--- config.mk ---
export PLATFORM = sky130hd
export DESIGN_NAME = seq_divider
export DESIGN_NICKNAME = d
export VERILOG_FILES = /design/src/rtl/alu_pkg.sv /design/src/rtl/div_step.sv /design/src/rtl/seq_divider.sv
export SDC_FILE = /design/constraint.sdc
export NUM_CORES = 1
export LEC_CHECK = 0
export ABC_CLOCK_PERIOD_IN_PS = 5300
export CAP_MARGIN = 30
export CELL_PAD_IN_SITES_DETAIL_PLACEMENT = 1
export CELL_PAD_IN_SITES_GLOBAL_PLACEMENT = 1
export CORE_MARGIN = 2
export CORE_UTILIZATION = 40
export DETAILED_ROUTE_END_ITERATION = 16
export HOLD_SLACK_MARGIN = 0.05
export PLACE_DENSITY_LB_ADDON = 0.25
export RECOVER_POWER = 25
export SETUP_SLACK_MARGIN = 0.15
export SYNTH_ARGS = -nofsm -noshare
export SYNTH_HDL_FRONTEND = slang
export SYNTH_SLANG_ARGS = --single-unit
--- constraint.sdc ---
create_clock -name clk -period 5.3 [get_ports clk]
set_input_delay 1.325 -clock clk [delete_from_list [all_inputs] [get_ports clk]]
set_output_delay 1.325 -clock clk [all_outputs]
set_load 0.005 [all_outputs]
--- src/rtl/alu_pkg.sv ---
// Shared ALU definitions: divider state encoding, default width and the
// quotient returned for a divide by zero.
package alu_pkg;

    localparam int unsigned DIV_WIDTH = 32;
    localparam int unsigned DIV_CNT_W = 6;

    typedef enum logic [1:0] {
        IDLE = 2'd0,
        RUN  = 2'd1,
        DONE = 2'd2
    } div_state_t;

    // Sliced down to the instance width; supports WIDTH up to 64.
    localparam logic [63:0] DBZ_QUOT_ALL = '1;

endpackage

--- src/rtl/div_step.sv ---
// One restoring-division iteration: shift in the dividend MSB, trial-subtract
// the divisor and keep the difference only when no borrow occurs.
module div_step #(
    parameter int unsigned WIDTH = 32
) (
    input  logic [WIDTH:0]   i_r,
    input  logic             i_q_msb,
    input  logic [WIDTH-1:0] i_d,
    output logic [WIDTH:0]   o_r_next,
    output logic             o_q_bit,
    output logic             o_no_borrow
);

    logic [WIDTH:0]   w_rs;
    logic [WIDTH+1:0] w_sum;
    logic             w_unused_r_msb;

    // R is always below D, so its top bit never reaches the shifted value.
    assign w_unused_r_msb = i_r[WIDTH];

    assign w_rs  = {i_r[WIDTH-1:0], i_q_msb};
    assign w_sum = {1'b0, w_rs} + {1'b0, ~{1'b0, i_d}} + {{(WIDTH+1){1'b0}}, 1'b1};

    assign o_no_borrow = w_sum[WIDTH+1];
    assign o_q_bit     = w_sum[WIDTH+1];
    assign o_r_next    = w_sum[WIDTH+1] ? w_sum[WIDTH:0] : w_rs;

endmodule

--- src/rtl/seq_divider.sv ---
// Multi-cycle unsigned restoring divider with start/done handshake.
// IDLE: waiting for start | RUN: one quotient bit per clock | DONE: one-cycle result pulse
module seq_divider
    import alu_pkg::*;
#(
    parameter int unsigned WIDTH = DIV_WIDTH,
    parameter int unsigned CNT_W = DIV_CNT_W
) (
    input  logic             clk,
    input  logic             rst,
    input  logic             start,
    input  logic [WIDTH-1:0] dividend,
    input  logic [WIDTH-1:0] divisor,
    output logic             busy,
    output logic             done,
    output logic [WIDTH-1:0] quotient,
    output logic [WIDTH-1:0] remainder,
    output logic             div_by_zero
);

    localparam logic [WIDTH-1:0] DBZ_QUOT = DBZ_QUOT_ALL[WIDTH-1:0];
    localparam logic [CNT_W-1:0] LAST_CNT = CNT_W'(WIDTH - 1);

    div_state_t       r_state;
    div_state_t       w_state_next;
    logic [CNT_W-1:0] r_cnt;
    logic [WIDTH-1:0] r_d;
    logic [WIDTH-1:0] r_q;
    logic [WIDTH:0]   r_r;
    logic [WIDTH-1:0] r_quotient;
    logic [WIDTH-1:0] r_remainder;
    logic             r_dbz;

    logic             w_accept;
    logic             w_div_zero;
    logic             w_last;
    logic [WIDTH:0]   w_r_next;
    logic             w_q_bit;
    logic             w_unused_no_borrow;
    logic [WIDTH-1:0] w_q_next;

    assign w_div_zero = (divisor == '0);
    assign w_accept   = start && ((r_state == IDLE) || (r_state == DONE));
    assign w_last     = (r_state == RUN) && (r_cnt == LAST_CNT);
    assign w_q_next   = {r_q[WIDTH-2:0], w_q_bit};

    div_step #(
        .WIDTH(WIDTH)
    ) u_div_step (
        .i_r        (r_r),
        .i_q_msb    (r_q[WIDTH-1]),
        .i_d        (r_d),
        .o_r_next   (w_r_next),
        .o_q_bit    (w_q_bit),
        .o_no_borrow(w_unused_no_borrow)
    );

    always_ff @(posedge clk) begin
        if (rst) begin
            r_state <= IDLE;
        end else begin
            r_state <= w_state_next;
        end
    end

    always_comb begin
        w_state_next = r_state;
        case (r_state)
            IDLE, DONE: begin
                if (start) begin
                    w_state_next = w_div_zero ? DONE : RUN;
                end else begin
                    w_state_next = IDLE;
                end
            end
            RUN: begin
                if (w_last) begin
                    w_state_next = DONE;
                end
            end
            default: w_state_next = IDLE;
        endcase
    end

    always_comb begin
        busy = 1'b0;
        done = 1'b0;
        case (r_state)
            RUN:     busy = 1'b1;
            DONE:    done = 1'b1;
            default: ;
        endcase
    end

    // Published results move only at completion (or immediately for divide by zero).
    always_ff @(posedge clk) begin
        if (rst) begin
            r_cnt       <= '0;
            r_d         <= '0;
            r_q         <= '0;
            r_r         <= '0;
            r_quotient  <= '0;
            r_remainder <= '0;
            r_dbz       <= 1'b0;
        end else if (w_accept) begin
            r_d   <= divisor;
            r_q   <= dividend;
            r_r   <= '0;
            r_cnt <= '0;
            if (w_div_zero) begin
                r_quotient  <= DBZ_QUOT;
                r_remainder <= dividend;
                r_dbz       <= 1'b1;
            end else begin
                r_dbz <= 1'b0;
            end
        end else if (r_state == RUN) begin
            r_r   <= w_r_next;
            r_q   <= w_q_next;
            r_cnt <= r_cnt + CNT_W'(1);
            if (w_last) begin
                r_quotient  <= w_q_next;
                r_remainder <= w_r_next[WIDTH-1:0];
            end
        end
    end

    assign quotient    = r_quotient;
    assign remainder   = r_remainder;
    assign div_by_zero = r_dbz;

endmodule

==> results of run 1 <==
==> worst paths after layout <==
| check | start | to | slack, ns | cells after the start |
|---|---|---|---|---|
| worst max-delay path | start | remainder[23] | 1.05 | 9 |
| worst min-delay path | r_d[20] | r_d[20] | 0.46 | 2 |
| worst max register to register | r_d[14] | r_r[12] | 1.31 | 11 |
| worst min register to register | r_d[20] | r_d[20] | 0.46 | 2 |
==> logic make-up (layout without fill, tap and decap cells) <==
group                    count (synthesis)  after routing  share of synthesized area
multiplexers                            23             23                    0.02672
flip-flops                             169            169                     0.3927
buffers and inverters                  109            215                    0.05272
AND/OR/NAND/NOR                        410            410                     0.2094
AO/OA/AOI/OAI                          324            324                     0.2428
XOR/XNOR                                25             25                    0.02541
adder cells (fa/ha/maj)                 34             34                    0.05025
==> sequential cells by signal, indices dropped and copies added, names as in the netlist <==
name         flops
r_q             32
remainder       32
r_r             32
r_state          2
r_cnt            6
quotient        32
div_by_zero      1
r_d             32
==> stage by stage <==
stage	instance area, um^2	total power, W
floorplan	8616	0.002070
global placement	10080	0.002320
CTS	10700	0.003592
finish	10690	0.003576
detailed placement	10110	0.002336
global route	10690	0.003744
==> cell usage in the layout (no fill, tap or decap), drive strengths merged, types with 18 or more instances in the layout <==
master,count
nand2,210
dfxtp,169
a21oi,102
clkdlybuf4s50,82
o21ai,68
nor3,67
nor2,63
dlygate4sd3,50
inv,44
a31oi,42
ha,33
mux2i,23
clkbuf,19
o21bai,18
==> synthesized netlist by cell type, drive strengths merged (18+ instances only) <==
| master | count |
|---|---|
| a31oi | 42 |
| o21bai | 18 |
| dfxtp | 169 |
| a21oi | 102 |
| o21ai | 68 |
| nand2 | 210 |
| nor3 | 67 |
| nor2 | 63 |
| mux2i | 23 |
| clkbuf | 60 |
| inv | 36 |
| ha | 33 |
==> power by group <==
group | internal, W | switching [W] | leakage [nW]
logic | 0.000358 | 0.000602 | 2.71
registers | 0.00132 | 0.0000413 | 1.37
clock network | 0.000644 | 0.000610 | 0.288
==> final cells by class <==
cell class	count	area, um^2
Clock buffer	18	439.2
Clock inverter	14	153.9
Fill cell	2573	10400
Inverter	37	138.9
Multi-Input combinational cell	816	4793
Sequential cell	169	3383
Tap cell	275	344.1
Timing Repair Buffer	146	1439
==> per-layer routing <==
layer  share of wire  global-route usage
met1            0.45              0.3169
met2            0.50              0.4289
met5               0                   0
met3           0.030             0.04091
met4           0.015             0.06355
==> worst max-delay path: stages <==
cell and delay (ns):
dlygate4sd3_1 0.58, nand2b_1 0.08, clkbuf_1 1.29, nor4_2 0.15, or2_2 0.61, nand2_1 0.13, o21ai_0 0.11, a21o_1 0.21
a21oi_1 0.11
==> flow_summary.yaml, run 1 <==
yosys:
  synth_area_per_cell_um2: 7.875
  synth.yosys.seq_area_share: 0.3927
  synth_ff_type: "dfxtp_1"
  synth_area_um2: 8616
  synth-async-reset-ratio: 0
  synth_seq_cells: 169
  syn_inst: 1094
  synth_top_area_frac: 0.3927
  syn-num-nets: 1195
  yosysWarnings: 0
  yosysUniqueCellTypes: 62
  synth_edf_count: 0
  yosysTopAreaCell: "dfxtp_1"
  synth_area_leaders: "dfxtp_1, nand2_1, a21oi_1"
global_routing:
  first_global_vias: 8210
  grt_antenna_before_repair: 0
  grt_pass1_wl_um: 43800
  grt_usage: 0.2465
  grt_start_max_net_pins: 90
  gr-total-overflow: 0
worst_setup_path:
  endpoint_kind: "register"
  crit_fanout: 38
  path_class: "in2reg"
  critPathArrivalTime_ns: 4.62
  crit_path_start_kind: "input pin"
  required_ns: 5.67
timing:
  max_freq_ghz: 0.2350
  finClkSkew_ns: 0.01206
  setup_ws_ns: 1.046
  tns_ns: 0
  rsz0062_at_grt: "false"
  fin_crit_sh: 0.8027
  slew_violations: 60
  holdWs_ns: 0.4577
  tightest_slew_ns: 1.806
  setup_viol: 0
  relSlewSlack: -0.2039
  min_period_ns: 4.254
  hold_viol_final: 0
place:
  place.gp.congestion: 0.8880
  dp_hpwl_um: 20000
  pre_cts_ws_ns: 1.110
  dp.cells: 1443
  port-buffer-count: 133
hold_path:
  min_path_type: "reg2reg"
detailed_routing:
  vias: 8326
  firstDrtPassIters: 4
  viasPerCell: 5.645
  drt_iter0_markers: 354
  wl_um: 27770
  ant_nets: 0
  wl_per_cell_um: 18.83
  drc: 0
clocking:
  postCtsHoldBufs: 0
  clockBufferDepth: 2
  path_clk_slew_ns: 0.07
  cts_buffers: 17
  htree_levels: 4
  cts_tree: "done"
  cts_resized: 0
  clk_latency_ns: 0.44
  post-cts-setup-buffer-count: 0
  clockRootBuffer: "clkbuf_16"
  clkSinkCount: 169
floorplan:
  start_util: 0.4086
  die_w_um: 150.8
  rows: 53
  ios: 134
  core_area_um2: 21090
  die_h_um: 150.8
  dieArea_um2: 22730
job:
  drv_cap: 2
cells_and_area:
  areaGrowthSynthToFinish_pct: 24.09
  nNetsFinal: 1288
  drive_above_1_share: 0.05500
  insertedDiodeCount: 0
  final_core_util: 0.5070
  layout.cells.non_filler: 1475
power_and_ir_drop:
  power.leakage_nw: 4.372
  power_density_nw_per_um2: 334.5
  vdd_ir_drop_max_mv: 0.2580
outcome:
  violations: "max-capacitance violations, max-slew violations"
  run_status: "finished, violations left"
No activity file was read; power rests on OpenSTA's default activity.
==> inputs of run 2 (changes only) <==
--- a/config.mk
+++ b/config.mk
@@ -5,7 +5,7 @@
 export SDC_FILE = /design/constraint.sdc
 export NUM_CORES = 1
 export LEC_CHECK = 0
-export ABC_CLOCK_PERIOD_IN_PS = 5300
+export ABC_CLOCK_PERIOD_IN_PS = 4200
 export CAP_MARGIN = 30
 export CELL_PAD_IN_SITES_DETAIL_PLACEMENT = 1
 export CELL_PAD_IN_SITES_GLOBAL_PLACEMENT = 1
==> constraint.sdc (replaced) <==
create_clock -name clk -period 4.2 [get_ports clk]
set_input_delay 1.05 -clock clk [delete_from_list [all_inputs] [get_ports clk]]
set_output_delay 1.05 -clock clk [all_outputs]
set_load 0.005 [all_outputs]
==> run 2 against run 1 <==
  * Count of clock-buffer cells in the layout stayed put
  * Combinational power is 29% higher
  * Via count is 1.0% higher
  * Largest power group unchanged
  * Clock skew hardly changed
  * Worst setup slack worse by 0.44 ns
  * Routed wire length is 0.80% higher
  * Critical path type is now reg2reg
  * Core utilization is 0.23 points higher
  * Clock power is 26% higher
  * Global-route usage is 0.23 points higher
  * The run still ends with max-capacitance violations, max-slew violations left
  * Register-to-register slack worse by 0.70 ns
  * Non-clock buffer count is 5 higher
  * First-iteration DRC count is 16% higher
==> flow_summary.yaml, run 2 (synthesis results as in run 1) <==
floorplan:
  rows: 53
  die_h_um: 150.8
  ios: 134
  die_w_um: 150.8
  start_util: 0.4086
  dieArea_um2: 22730
  core_area_um2: 21090
power_and_ir_drop:
  vdd_ir_drop_max_mv: 0.2187
  power.leakage_nw: 4.306
  power_density_nw_per_um2: 422.7
worst_setup_path:
  crit_path_start_kind: "register"
  crit_path_max_incr_delay_ns: 0.56
  endpoint_kind: "register"
  critPathSlowestCell: "or4_1"
  critPathArrivalTime_ns: 3.89
  worstPathCellList: "inv_1 -> ha_1 -> nand2_1 -> or4_1 -> a211oi_2 -> o2111ai_2 -> a21oi_4 -> or2_1 -> buf_12 -> mux2i_1 -> a21oi_1"
  crit_start: "r_d[14]"
  crit_fanout: 25
  required_ns: 4.50
  timing.rr.start: "r_d[14]"
  path_class: "reg2reg"
timing:
  finClkSkew_ns: 0.01218
  setup_viol: 0
  hold_viol_final: 0
  setup_ws_ns: 0.6089
  relSlewSlack: -0.1922
  slew_violations: 35
  tns_ns: 0
  min_period_ns: 3.591
  fin_crit_sh: 0.8550
  tightest_slew_ns: 1.788
  rsz0062_at_grt: "false"
  holdWs_ns: 0.4560
  max_freq_ghz: 0.2785
cells_and_area:
  seq_area_um2: 3383
  drive_above_1_share: 0.06058
  multiInputGateArea_um2: 4801
  final_cell_mix: "nand2_1, dfxtp_1, clkdlybuf4s50_1"
  areaGrowthSynthToFinish_pct: 24.64
  nNetsFinal: 1293
  insertedDiodeCount: 0
  final_area_um2: 10740
  n_fill_cell: 2555
  final_common_cell: "nand2_1"
detailed_routing:
  viasPerCell: 5.682
  vias: 8410
  firstDrtPassIters: 5
  highest_layer: "met4"
  dr_wl_met2_um: 14050
  drc: 0
  wl_um: 27990
  route.met3.wl_um: 895
  wl_per_cell_um: 18.91
  drt_iter0_markers: 410
  wl_met1_um: 12430
  ant_nets: 0
clocking:
  cts_resized: 0
  cts_buffers: 17
  post-cts-setup-buffer-count: 0
  cts_tree: "done"
  clk_latency_ns: 0.44
  clkSinkCount: 169
  postCtsHoldBufs: 0
  clockRootBuffer: "clkbuf_16"
  path_clk_slew_ns: 0.08
  htree_levels: 4
  clockBufferDepth: 2
global_routing:
  grt_start_max_net_pins: 79
  gr-total-overflow: 0
  grt_antenna_before_repair: 0
  grt_pass1_wl_um: 44420
  first_global_vias: 8560
  grt_usage: 0.2488
place:
  port-buffer-count: 133
  place.gp.congestion: 0.8873
  placed_area_um2: 10160
  pre_cts_ws_ns: 0.5475
  dp_hpwl_um: 20030
outcome:
  run_status: "finished, violations left"
  violations: "max-capacitance violations, max-slew violations"
hold_path:
  min_path_type: "reg2reg"
  hold_start: "r_d[12]"
job:
  drv_cap: 1
[run 2: through the flow]
stage / power [W] / std cells / utilization
floorplan: 0.002612 / 1094 / -
global placement: 0.002952 / 1448 / 0.4816
detailed placement: 0.002976 / 1448 / 0.4816
CTS: 0.004559 / 1480 / 0.5094
global route: 0.004753 / 1480 / 0.5093
finish: 0.004539 / 1480 / 0.5093
[run 2: final cells by class]
class,instances,share of cell area
Sequential cell,169,0.3150
Clock buffer,18,0.04089
Inverter,37,0.01293
Tap cell,275,0.03204
Clock inverter,14,0.01375
Multi-Input combinational cell,816,0.4470
Timing Repair Buffer,151,0.1383
[run 2: final timing paths]
check | to | slack, ns | cells past startpoint
setup / recovery | r_r[11] | 0.61 | 11
setup reg to reg | r_r[11] | 0.61 | 11
hold / removal | r_d[12] | 0.46 | 2
hold reg to reg | r_d[12] | 0.46 | 2
[run 2: where the power goes]
group / leakage [nW] / internal, W / switching, W
clock network: 0.288 / 0.000809 / 0.000767
registers: 1.37 / 0.00167 / 0.0000508
logic: 2.64 / 0.000474 / 0.000771
[run 2: critical path, delay by kind of cell (launching register included)]
| family | cells | cell delay, ns |
|---|---|---|
| adders and majority gates | 1 | 0.40 |
| buffers and inverters | 2 | 0.27 |
| AOI/OAI and AO/OA | 4 | 1.06 |
| and+or+nand+nor | 3 | 0.94 |
| DFF | 1 | 0.33 |
| muxes | 1 | 0.43 |
[run 2: layer usage]
layer,global-route usage,vias up
met2,0.4445,143
li1,-,4087
met4,0.06916,0
met5,0,-
met3,0.03879,41
met1,0.3098,4139
==> inputs of run 3 (changes only) <==
--- a/config.mk
+++ b/config.mk
@@ -5,7 +5,7 @@
 export SDC_FILE = /design/constraint.sdc
 export NUM_CORES = 1
 export LEC_CHECK = 0
-export ABC_CLOCK_PERIOD_IN_PS = 4200
+export ABC_CLOCK_PERIOD_IN_PS = 3600
 export CAP_MARGIN = 30
 export CELL_PAD_IN_SITES_DETAIL_PLACEMENT = 1
 export CELL_PAD_IN_SITES_GLOBAL_PLACEMENT = 1
@@ -13,6 +13,7 @@
 export CORE_UTILIZATION = 40
 export DETAILED_ROUTE_END_ITERATION = 16
 export HOLD_SLACK_MARGIN = 0.05
+export MAX_ROUTING_LAYER = met4
 export PLACE_DENSITY_LB_ADDON = 0.25
 export RECOVER_POWER = 25
 export SETUP_SLACK_MARGIN = 0.15
==> constraint.sdc (replaced) <==
create_clock -name clk -period 3.6 [get_ports clk]
set_input_delay 0.9 -clock clk [delete_from_list [all_inputs] [get_ports clk]]
set_output_delay 0.9 -clock clk [all_outputs]
set_load 0.005 [all_outputs]
==> run 3 against run 2 <==
  * The run still ends with max-capacitance violations, max-slew violations left
  * Routed wire length increased by 2.2%
  * Global-route usage increased by 1.6 points
  * Combinational power increased by 24%
  * Via count increased by 0.48%
  * First-iteration DRC count increased by 8.3%
  * Design area increased by 1.2%
  * Critical path depth unchanged
  * Clock skew about the same
  * Worst hold slack about the same
  * Critical endpoint is now remainder[11]
==> flow_summary.yaml, run 3 (synthesis results as in run 1) <==
outcome:
  run_status: "finished, violations left"
  violations: "max-capacitance violations, max-slew violations"
detailed_routing:
  drt_iter0_markers: 444
  wl_per_cell_um: 19.17
  vias: 8450
  viasPerCell: 5.660
  firstDrtPassIters: 5
  ant_nets: 0
  drc: 0
  wl_um: 28620
timing:
  slew_violations: 35
  finClkSkew_ns: 0.01179
  setup_viol: 0
  hold_viol_final: 0
  max_freq_ghz: 0.3079
  holdWs_ns: 0.4557
  relSlewSlack: -0.1946
  tns_ns: 0
  min_period_ns: 3.248
  rsz0062_at_grt: "false"
  fin_crit_sh: 0.9022
  tightest_slew_ns: 1.792
hold_path:
  hold_start: "r_d[20]"
  min_path_type: "reg2reg"
  whs_path_depth: 2
  worstHoldEndpoint: "r_d[20]"
clocking:
  postCtsHoldBufs: 0
  clockBufferDepth: 2
  cts_buffers: 17
  clk_latency_ns: 0.44
  cts_tree: "done"
  clkSinkCount: 169
  clockRootBuffer: "clkbuf_16"
  path_clk_slew_ns: 0.07
  post-cts-setup-buffer-count: 0
  htree_levels: 4
cells_and_area:
  drive_above_1_share: 0.07225
  areaGrowthSynthToFinish_pct: 26.17
  final_area_um2: 10870
  insertedDiodeCount: 0
  n_fill_cell: 2556
  layout.cells.non_filler: 1493
  final_common_cell: "nand2_1"
  nNetsFinal: 1307
  final_cell_mix: "nand2_1, dfxtp_1, a21oi_1"
place:
  dp.cells: 1462
  dp_hpwl_um: 20530
  port-buffer-count: 133
  placed_area_um2: 10290
  place.gp.congestion: 0.8802
job:
  drv_cap: 1
global_routing:
  grt_antenna_before_repair: 0
  grt_pass1_wl_um: 45950
  grt_start_max_net_pins: 65
  gr-total-overflow: 0
  grt_usage: 0.2652
  first_global_vias: 8688
worst_setup_path:
  timing.rr.start: "r_d[14]"
  r2r-end: "remainder[11]"
  required_ns: 3.89
  ff2ff_setup_slack_ns: 0.35
  crit_path_start_kind: "register"
  rr_worst_depth: 11
  path_class: "reg2reg"
  endpoint_kind: "register"
  crit_fanout: 25
  critPathArrivalTime_ns: 3.54
power_and_ir_drop:
  pwr-share-seq: 0.373
  total_power_w: 0.005372
  clkPwrFrac: 0.340
  sw_frac_of_total: 0.3522
  p_comb_frac: 0.286
  power.leakage_nw: 4.449
  switchingPower_w: 0.001892
  vdd_ir_drop_max_mv: 0.3831
  p_int_w: 0.003480
  power_density_nw_per_um2: 494.2
floorplan:
  die_h_um: 150.8
  core_area_um2: 21090
  ios: 134
  die_w_um: 150.8
  dieArea_um2: 22730
  rows: 53
  start_util: 0.4086
## run 3: changes by cell type in the layout (fill, tap and decap cells not counted), moves of 2 or more
cell,delta
buf_12,+2
buf_4,+12
clkdlybuf4s50_1,-20
dlygate4sd3_1,+20
inv_6,-3
inv_8,+2
## run 3: timing repair
item	CTS	global route
setup endpoints to repair	0	5
endpoints found under the hold margin	0	0
gates resized for setup	0	3
## run 3: worst max path at each step
stage | from | to | slack, ns
after floorplan | r_q[31] | r_r[26] | 0.57
after global routing | r_d[8] | remainder[31] | 0.15
after global placement | divisor[28] | quotient[8] | 0.39
after CTS | r_q[31] | r_r[26] | 0.25
after detailed placement | r_d[14] | r_r[7] | 0.29
final | r_d[14] | remainder[11] | 0.35
## run 3: critical path, cell delays in order (launching register included)
cell and delay (ns):
dfxtp_1 0.33, inv_1 0.04, ha_1 0.40, nand2_1 0.16, or4_1 0.56, a211oi_2 0.29, o2111ai_2 0.22, a21oi_4 0.19
or2_1 0.19, buf_12 0.23, mux2i_1 0.37, a221oi_2 0.13
## run 3: area by class of cell
type	count	area, um^2	share of cell area
multi-input cells	816	4811	0.4426
clock buffers	17	425.4	0.03913
inverters	37	138.9	0.01278
flip-flops and latches	169	3383	0.3112
clock inverters	14	152.6	0.01404
well taps	275	344.1	0.03165
repair buffers	165	1615	0.1486
## run 3: per-layer routing
metal | routed length (um) | GRT usage
met1 | 12750 | 0.3276
met2 | 14470 | 0.4541
met5 | 0 | -
met4 | 511 | 0.06869
met3 | 886 | 0.04000
## run 3: power groups by stage
stage | logic (W) | clock network, W | registers (W)
global route | 0.00168 | 0.00194 | 0.00201
global placement | 0.00147 | 0 | 0.00204
CTS | 0.00152 | 0.00185 | 0.00200
floorplan | 0.00102 | 0 | 0.00203
finish | 0.00154 | 0.00183 | 0.00201
detailed placement | 0.00150 | 0 | 0.00205
## run 3: stage by stage
step                utilization  setup WS [ns]
floorplan                     -         0.5657
global placement         0.4878         0.3897
detailed placement       0.4878         0.2925
CTS                      0.5152         0.2549
global route             0.5155         0.1524
finish                   0.5155         0.3522
